**src/rtl/t09_obstacle_pkg.sv**
```systemverilog
// Shared playfield bounds, placer FSM states and the packed cell type
// used by the obstacle placer and its slot store.
package t09_obstacle_pkg;

  localparam logic [3:0] GRID_X_MIN = 4'd1;
  localparam logic [3:0] GRID_X_MAX = 4'd14;
  localparam logic [3:0] GRID_Y_MIN = 4'd1;
  localparam logic [3:0] GRID_Y_MAX = 4'd10;

  typedef enum logic [2:0] {
    ST_IDLE,
    ST_LOAD,
    ST_QUERY,
    ST_WAIT,
    ST_CHECK,
    ST_COMMIT,
    ST_RETRY
  } placer_state_t;

  typedef struct packed {
    logic [3:0] x;
    logic [3:0] y;
  } cell_t;

endpackage

```
**src/rtl/t09_obstacle_store.sv**
```systemverilog
// Obstacle slot register file: append-only write at slot[count], valid bits,
// and two combinational match ports (duplicate check and external lookup).
module t09_obstacle_store
  import t09_obstacle_pkg::*;
#(
  parameter int MAX_OBS = 8
) (
  input  logic                     clk,
  input  logic                     rst,
  input  logic                     clear,
  input  logic                     wr_en,
  input  cell_t                    wr_cell,
  input  cell_t                    dup_cell,
  output logic                     dup_hit,
  input  cell_t                    look_cell,
  output logic                     look_hit,
  output logic [$clog2(MAX_OBS):0] count
);

  localparam int IDX_W = $clog2(MAX_OBS);

  logic [IDX_W:0]     count_reg;
  logic               wr_ok;
  logic [MAX_OBS-1:0] dup_vec;
  logic [MAX_OBS-1:0] look_vec;

  // MAX_OBS is a power of two, so the count MSB alone means "full".
  assign wr_ok = wr_en && !count_reg[IDX_W];

  always_ff @(posedge clk) begin
    if (rst || clear) begin
      count_reg <= '0;
    end else if (wr_ok) begin
      count_reg <= count_reg + {{IDX_W{1'b0}}, 1'b1};
    end
  end

  generate
    for (genvar gi = 0; gi < MAX_OBS; gi++) begin : g_slot
      logic  valid_reg;
      cell_t slot_reg;

      always_ff @(posedge clk) begin
        if (rst || clear) begin
          valid_reg <= 1'b0;
          slot_reg  <= '0;
        end else if (wr_ok && (count_reg[IDX_W-1:0] == IDX_W'(gi))) begin
          valid_reg <= 1'b1;
          slot_reg  <= wr_cell;
        end
      end

      assign dup_vec[gi]  = valid_reg && (slot_reg == dup_cell);
      assign look_vec[gi] = valid_reg && (slot_reg == look_cell);
    end
  endgenerate

  assign dup_hit  = |dup_vec;
  assign look_hit = |look_vec;
  assign count    = count_reg;

endmodule

```
**src/rtl/t09_obstacle_placer.sv**
```systemverilog
// Obstacle placement FSM: fetches candidates from the generator, vets them
// against body, head zone, apple and existing obstacles, and commits one.
module t09_obstacle_placer
  import t09_obstacle_pkg::*;
#(
  parameter int MAX_OBS   = 8,
  parameter int MAX_TRIES = 8
) (
  input  logic                     clk,
  input  logic                     rst,
  input  logic                     place_req,
  input  logic                     clear,
  input  logic [3:0]               randX,
  input  logic [3:0]               randY,
  input  logic [3:0]               randX2,
  input  logic [3:0]               randY2,
  input  logic [3:0]               headX,
  input  logic [3:0]               headY,
  input  logic [3:0]               appleX,
  input  logic [3:0]               appleY,
  output logic [3:0]               query_x,
  output logic [3:0]               query_y,
  output logic                     query_en,
  input  logic                     query_hit,
  input  logic [3:0]               chkX,
  input  logic [3:0]               chkY,
  output logic                     obs_hit,
  output logic                     obstacleFlag,
  output logic                     busy,
  output logic                     done,
  output logic                     fail,
  output logic [$clog2(MAX_OBS):0] obs_count
);

  localparam int         CNT_W     = $clog2(MAX_OBS) + 1;
  localparam logic [3:0] TRIES_LIM = 4'(MAX_TRIES);

  placer_state_t     state_reg, state_next;
  cell_t             cand_reg, cand_next;
  logic [3:0]        try_reg, try_next;
  logic              hit_reg, hit_next;
  logic              done_reg, done_next;
  logic              flag_reg, flag_next;
  logic              fail_reg, fail_next;
  logic              commit_en;
  logic              dup_hit;
  logic              full;
  logic signed [4:0] dx, dy;
  logic              near_head, is_apple, off_grid, reject;
  cell_t             chk_cell;

  assign chk_cell = {chkX, chkY};

  t09_obstacle_store #(.MAX_OBS(MAX_OBS)) u_store (
    .clk       (clk),
    .rst       (rst),
    .clear     (clear),
    .wr_en     (commit_en),
    .wr_cell   (cand_reg),
    .dup_cell  (cand_reg),
    .dup_hit   (dup_hit),
    .look_cell (chk_cell),
    .look_hit  (obs_hit),
    .count     (obs_count)
  );

  assign full = obs_count[CNT_W-1];

  // Zero-extended signed differences so head-zone distance never wraps.
  assign dx        = $signed({1'b0, cand_reg.x}) - $signed({1'b0, headX});
  assign dy        = $signed({1'b0, cand_reg.y}) - $signed({1'b0, headY});
  assign near_head = (dx >= -5'sd1) && (dx <= 5'sd1) && (dy >= -5'sd1) && (dy <= 5'sd1);
  assign is_apple  = (cand_reg.x == appleX) && (cand_reg.y == appleY);
  assign off_grid  = (cand_reg.x < GRID_X_MIN) || (cand_reg.x > GRID_X_MAX) ||
                     (cand_reg.y < GRID_Y_MIN) || (cand_reg.y > GRID_Y_MAX);
  assign reject    = hit_reg || near_head || is_apple || dup_hit || off_grid;

  always_comb begin
    state_next = state_reg;
    cand_next  = cand_reg;
    try_next   = try_reg;
    hit_next   = hit_reg;
    done_next  = 1'b0;
    flag_next  = 1'b0;
    fail_next  = 1'b0;
    commit_en  = 1'b0;
    case (state_reg)
      ST_IDLE: begin
        if (place_req) begin
          if (full) begin
            fail_next = 1'b1;
          end else begin
            state_next = ST_LOAD;
            try_next   = 4'd1;
          end
        end
      end
      // try_reg counts attempts from 1, so odd values are even attempt indices.
      ST_LOAD: begin
        cand_next  = try_reg[0] ? {randX, randY} : {randX2, randY2};
        state_next = ST_QUERY;
      end
      ST_QUERY: state_next = ST_WAIT;
      ST_WAIT: begin
        hit_next   = query_hit;
        state_next = ST_CHECK;
      end
      ST_CHECK: begin
        if (!reject) begin
          state_next = ST_COMMIT;
          done_next  = 1'b1;
          flag_next  = 1'b1;
        end else if (try_reg < TRIES_LIM) begin
          state_next = ST_RETRY;
          flag_next  = 1'b1;
        end else begin
          state_next = ST_IDLE;
          fail_next  = 1'b1;
        end
      end
      ST_COMMIT: begin
        commit_en  = 1'b1;
        state_next = ST_IDLE;
      end
      ST_RETRY: begin
        try_next   = (try_reg == 4'hF) ? try_reg : try_reg + 4'd1;
        state_next = ST_LOAD;
      end
      default: state_next = ST_IDLE;
    endcase
    if (clear) begin
      state_next = ST_IDLE;
      done_next  = 1'b0;
      flag_next  = 1'b0;
      fail_next  = 1'b0;
      commit_en  = 1'b0;
    end
  end

  always_ff @(posedge clk) begin
    if (rst) begin
      state_reg <= ST_IDLE;
      cand_reg  <= '0;
      try_reg   <= '0;
      hit_reg   <= 1'b0;
      done_reg  <= 1'b0;
      flag_reg  <= 1'b0;
      fail_reg  <= 1'b0;
    end else begin
      state_reg <= state_next;
      cand_reg  <= cand_next;
      try_reg   <= try_next;
      hit_reg   <= hit_next;
      done_reg  <= done_next;
      flag_reg  <= flag_next;
      fail_reg  <= fail_next;
    end
  end

  assign busy         = (state_reg != ST_IDLE);
  assign query_en     = (state_reg == ST_QUERY);
  assign query_x      = query_en ? cand_reg.x : 4'd0;
  assign query_y      = query_en ? cand_reg.y : 4'd0;
  assign done         = done_reg;
  assign fail         = fail_reg;
  assign obstacleFlag = flag_reg;

endmodule
```
**config.mk**
```make
export PLATFORM = sky130hd
export DESIGN_NAME = t09_obstacle_placer
export DESIGN_NICKNAME = d
export VERILOG_FILES = /design/src/rtl/t09_obstacle_pkg.sv /design/src/rtl/t09_obstacle_store.sv /design/src/rtl/t09_obstacle_placer.sv
export SDC_FILE = /design/constraint.sdc
export NUM_CORES = 1
export LEC_CHECK = 0
export BUFFER_PORTS_ARGS = -buffer_cell sky130_fd_sc_hd__buf_4
export CAP_MARGIN = 5
export CORE_ASPECT_RATIO = 2
export CORE_MARGIN = 4
export CORE_UTILIZATION = 32
export CTS_BUF_LIST = sky130_fd_sc_hd__clkbuf_16
export DETAILED_ROUTE_END_ITERATION = 10
export HOLD_SLACK_MARGIN = 0.12
export SLEW_MARGIN = 20
export SYNTH_ARGS = -nofsm -noshare
export SYNTH_HDL_FRONTEND = slang
export SYNTH_SLANG_ARGS = --single-unit
```
**constraint.sdc**
```tcl
create_clock -name clk -period 7.4 [get_ports clk]
set_clock_uncertainty 0.2 [all_clocks]
set_input_delay 1.11 -clock clk [delete_from_list [all_inputs] [get_ports clk]]
set_output_delay 1.11 -clock clk [all_outputs]
set_load 0.01 [all_outputs]
```
# Yosys cells after proc, flatten, opt, wreduce, memory -nomap -nowiden
# Cells that the tools add are included.
# Widths: inputs -> output; s select.
[word_totals]
regBits = 95
input_bits = 45
out_inout_bits = 18
wordCells = 152
[op_classes]
n_addsub = 4
n_lt_le_gt_ge = 9
n_eq_ne = 35
mux = 22
bitwise_logic = 1
reduce_logical = 48
[op_table]
columns = ["cell", "count"]
rows = [
  ["$eq 8x8->1", 16],
  ["$logic_and 1x1->1", 29],
  ["$eq 3x3->1 const B", 7],
  ["$mux 4", 5],
  ["$pmux 3 s6", 1],
  ["$reduce_or 8->1", 2],
  ["$eq 3x2->1 const B", 4],
  ["$mux 3", 4],
  ["$ge 5x1->1 const B", 2],
  ["$le 5x2->1 const B", 2],
  ["$sub 4x4->5", 2],
  ["$mux 1", 9],
  ["$add 4x1->4 const B", 2],
  ["$eq 4x4->1", 2],
  ["$gt 4x4->1 const B", 2],
  ["$logic_or 1x1->1", 8],
  ["$lt 4x1->1 const B", 2],
  ["$mux 8", 1],
  ["$pmux 4 s2", 1],
  ["$eq 3x1->1 const B", 2],
  ["$logic_not 3->1", 2],
  ["$ne 2x2->1 const B", 3],
  ["$eq 4x4->1 const B", 1],
  ["$lt 4x4->1 const B", 1],
  ["other kinds (9)", 9],
]

# Depth between registers and ports, before layout
[logic_depth]
word_depth = 11
mapped_depth = 15
mapped_depth_nobuf = 13

# Modules after synthesis
# A second synthesis with hierarchy kept.
[hier_totals]
hier_cells = 712
hier_area_um2 = 5819.3
[by_module_without_submodules]
columns = ["module", "n_inst", "cells_each", "area_each_um2", "seq_area_each_um2"]
rows = [
  ["t09_obstacle_store", 1, 544, 4386.7, 1521.5],
  ["t09_obstacle_placer", 1, 168, 1432.6, 380.4],
]

# Least setup slack after synthesis
# No wires, ideal clock.
[synth_timing]
kind = "input port to output port"
start = "input chkY[2]"
end = "output obs_hit"
arrival_ns = 2.277
required_time_ns = 6.090
slack_ns = 3.813
path_stages = 7
n_path_buf = 1
cell_sequence = "clkbuf_1 -> xor2_1 -> nor4_1 -> nand3_1 -> nor4_1 -> nor4_1 -> nand3_1"
[synth_via]
elab_chain_cells = 3
[synth_lines]
columns = ["element", "line", "source"]
rows = [
  ["from (decl)", "t09_obstacle_placer.sv:26", "input logic [3:0] chkY,"],
  ["$eq 8x8->1", "t09_obstacle_store.sv:54", "assign look_vec[gi] = valid_reg && (slot_reg == look_cell);"],
  ["$logic_and 1x1->1", "t09_obstacle_store.sv:54", ""],
  ["$reduce_or 8->1 (*)", "t09_obstacle_store.sv:59", "assign look_hit = |look_vec;"],
  ["to (decl)", "t09_obstacle_placer.sv:27", "output logic obs_hit,"],
]
# Mark *: on every way between the ends. The rest lies on a longest branch, timed or not.

# Worst setup path in the final report
[layout_timing]
start = "input chkY[3]"
end = "output obs_hit"
# The elaborated chain is that of the path after synthesis.

==> metrics.md <==
| Metric | Value |
|---|---|
| PwrDens | 183 nW/um2 |
| HP Start | u_store.g_slot[6].valid_reg$_SDFFE_PP0P_ |
| Resize count post-CTS | 0 |
| Ys async rst share | 0 |
| Yosys reg bits | 95 |
| Fin. max-slew vios | 0 |
| Starting Density | 0.324 |
| Post-synthesis adder-cell area fraction | 0.0441 |
| Ant diodes | 0 |
| Critical path's slowest cell | nor4_1 |
| Worst Max-Slew Pin Slew | 0.957 ns |
| Total CTS buffers | 9 |
| Net Sw Frac | 0.250 |
| Post-DP HPWL | 11.6 mm |
| CTS max path bufs | 2 |
| Synth top area cells | dfxtp_1 33%, xnor2_1 12%, xor2_1 9.6%, mux2i_1 9.3%, nor2_1 5.6% |
| Drt pass-1 iters | 4 |
| I/O pins | 63 |
| Crit path required time | 6.09 ns |
| Post-synthesis compound-gate area fraction | 0.0778 |
| Share of layout cells above drive strength 1 | 0.137 |
| Placeable core area | 17,700 um2 |
| Cells after synthesis | 660 |
| Fmax | 0.269 GHz |
| Largest family of logic cells by synthesized area | XOR/XNOR gates |
| Internal power | 0.916 mW |
| Multiplexer share of the synthesized area | 0.0926 |
| Net switching power | 0.306 mW |
| Setup CP Type | input port to output pin |
| Initial antenna violation count | 0 |
| Hold Worst Slack | 0.283 ns |
| Height of the die | 197 um |
| Post-Syn Nets | 724 |
| Vias per inst | 5.14 |
| Clock power frac | 0.443 |
| Vias | 4,685 |
| Worst setup margin | 3.69 ns |
| Most frequent cells after synthesis | 95 x dfxtp_1, 85 x nor2_1, 79 x xnor2_1, 63 x xor2_1, 53 x mux2i_1 |
| Hold Crit Depth | 2 |
| Total design power | 1.22 mW |
| Clock sinks | 95 |
| # Max-Cap Violations | 0 |
| Status | completed |
| Placer congestion estimate | 0.823 |
| DRC violations left | 0 |
| EDFF count, synth | 0 |
| Combinational share of power | 0.130 |
| Worst path cell trace | buf_4 > xor2_1 > nor4_1 > nand3_1 > nor4_1 > nor4_1 > nand3_1 > buf_4 |
| DRT iter0 DRCs | 181 |
| Reg clk slew, reported paths | 0.07 ns |
| Worst slew margin | 0.361 |
| Final setup violation count | 0 |
| Setup TNS | 0 ns |
| Reg power frac | 0.427 |
| Max FFs per register | 64 |
| Antenna Violating Nets Remaining | 0 |
| FP Rows | 69 |
| CTS tree | done |
| Sequential area share after synthesis | 0.332 |
| Post-synthesis xor/xnor area fraction | 0.217 |
| Net count, final | 758 |
| CTS H-Tree Depth | 3 |
| Worst Path Arrival | 2.40 ns |
| Critical Path Fanout Max | 8 |
| Post-synth top flop | dfxtp_1 |
| Hold buffers post-CTS | 0 |
| Mean routed wirelength per cell | 17.7 um |
| Count leader, synth | dfxtp_1 |
| Proportion of netlist area held by the largest area contributor | 0.332 |
| GR Util All Layers | 0.166 |
| RSZ-0062 raised after global routing | no |
| Post-synthesis cell type count | 43 |
| IR drop worst, VDD | 0.0850 mV |
| Simple-Gate Fraction of Synth Area | 0.184 |
| Crit path time final | 3.71 ns |
| Hold Crit Class | flop to flop |
| Die ar. | 20,200 um2 |
| Post-Route WL | 16.2 mm |
| Syn. warnings | 0 |
| Reg2reg setup slack | 4.08 ns |
| Avg Cell Area, Syn | 8.68 um2 |
| CP max stage delay | 0.32 ns |
| Largest net degree at the start of global routing | 82 |
| CP Capture Type | output pin |
| Final hold violation count | 0 |
| R2R depth | 13 |
| Cell taking the most area after synthesis | dfxtp_1 |
| Setup Fix Bufs, Post-CTS | 0 |
| CP Launch Type | input port |
| Syn-to-layout area delta | 16.3% |
| Die Width | 103 um |
| P_leak | 2.72 nW |
| Clock Latency Late Sink | 0.36 ns |
| Remaining Overflow, GRT | 0 |
| Fin crit share | 0.502 |
| Dpl ws | 3.60 ns |
| I/O Buffers | 62 |
| Cell Area, Synth | 5730 um2 |
| First-pass GRT wire length | 25.8 mm |
| FF-to-FF End | fail$_SDFF_PP0_ |
| Hold path endpoint | u_store.g_slot[6].valid_reg$_SDFFE_PP0P_ |
| Vias in the first global route | 4,773 |
| Root Driver | clkbuf_16 |
| Most common cell on crit path | nor4_1 |
| FF-to-FF Start | cand_reg[0]$_SDFFE_PP0N_ |
-- cell usage in the layout (no fill, tap or decap), types with 2 or more instances in the layout --
cell / instances
a31oi_1: 4
fa_1: 2
and3_1: 3
bufinv_16: 3
nor3_1: 7
a21o_1: 4
buf_4: 73
a211oi_1: 10
inv_1: 18
and2_1: 8
nand3b_1: 5
nor3b_1: 4
ha_1: 17
clkbuf_16: 9
and4b_1: 2
xnor2_1: 79
nand4_1: 14
nand3_1: 33
nor4_1: 22
a21o_2: 2
nand2b_1: 2
a21boi_0: 2
nor2_1: 85
a21oi_1: 33
dfxtp_1: 95
mux2i_1: 53
nor2b_1: 2
nand2_1: 22
xor2_1: 63
o41ai_1: 2
o21ai_0: 5
a311oi_1: 2
-- power by group through the flow --
stage | clock, mW | combinational (mW) | sequential, mW
5_1_grt | 0.570 | 0.175 | 0.522
3_5_place_dp | 0 | 0.160 | 0.533
3_3_place_gp | 0 | 0.158 | 0.533
2_1_floorplan | 0 | 0.113 | 0.529
6_report | 0.541 | 0.159 | 0.522
4_1_cts | 0.550 | 0.160 | 0.522
-- cells by family after synthesis --
kind of cell,count (synthesis)
xor gates and xnor gates,142
DFF,95
and+or+nand+nor,214
adders and majority gates,19
muxes,53
buffers and inverters,68
AOI/OAI and AO/OA,69
-- critical path: cells and delay by family --
kind	cells	cell delay, ns
buf+inv	2	0.31
xor+xnor	1	0.15
simple gates	5	0.85
-- per-layer routing --
layer  up-vias  GRT usage  part of all wire
met5         -          0                 0
met4         0     0.0662             0.024
met3        19     0.0279             0.034
met2        87      0.307              0.55
met1      2276      0.181              0.39
li1       2303          -                 -
-- worst max-delay path by stage --
stage | start | to | slack (ns) | cells past startpoint
floorplan | chkY[2] | obs_hit | 3.81 | 7
global placement | headX[0] | fail$_SDFF_PP0_ | 3.67 | 11
detailed placement | headY[0] | fail$_SDFF_PP0_ | 3.60 | 13
CTS | chkY[2] | obs_hit | 3.69 | 8
global route | chkY[3] | obs_hit | 3.57 | 8
finish | chkY[3] | obs_hit | 3.69 | 8
-- stage by stage --
stage | instance area [um2] | cells | utilization
detailed placement | 6320 | 896 | 0.357
CTS | 6660 | 912 | 0.376
floorplan | 5730 | 660 | -
finish | 6660 | 912 | 0.376
global placement | 6320 | 896 | 0.357
global route | 6660 | 912 | 0.376
-- area by class of cell --
cell class | instances | area [um2]
sequential | 95 | 1900
fill | 1809 | 11000
tap | 213 | 267
multi-input combinational | 497 | 3530
clock buffer | 9 | 225
clock inverter | 7 | 119
inverter | 18 | 67.6
timing repair buffer | 73 | 548
Note: power is estimated with default switching activity, not from simulation.
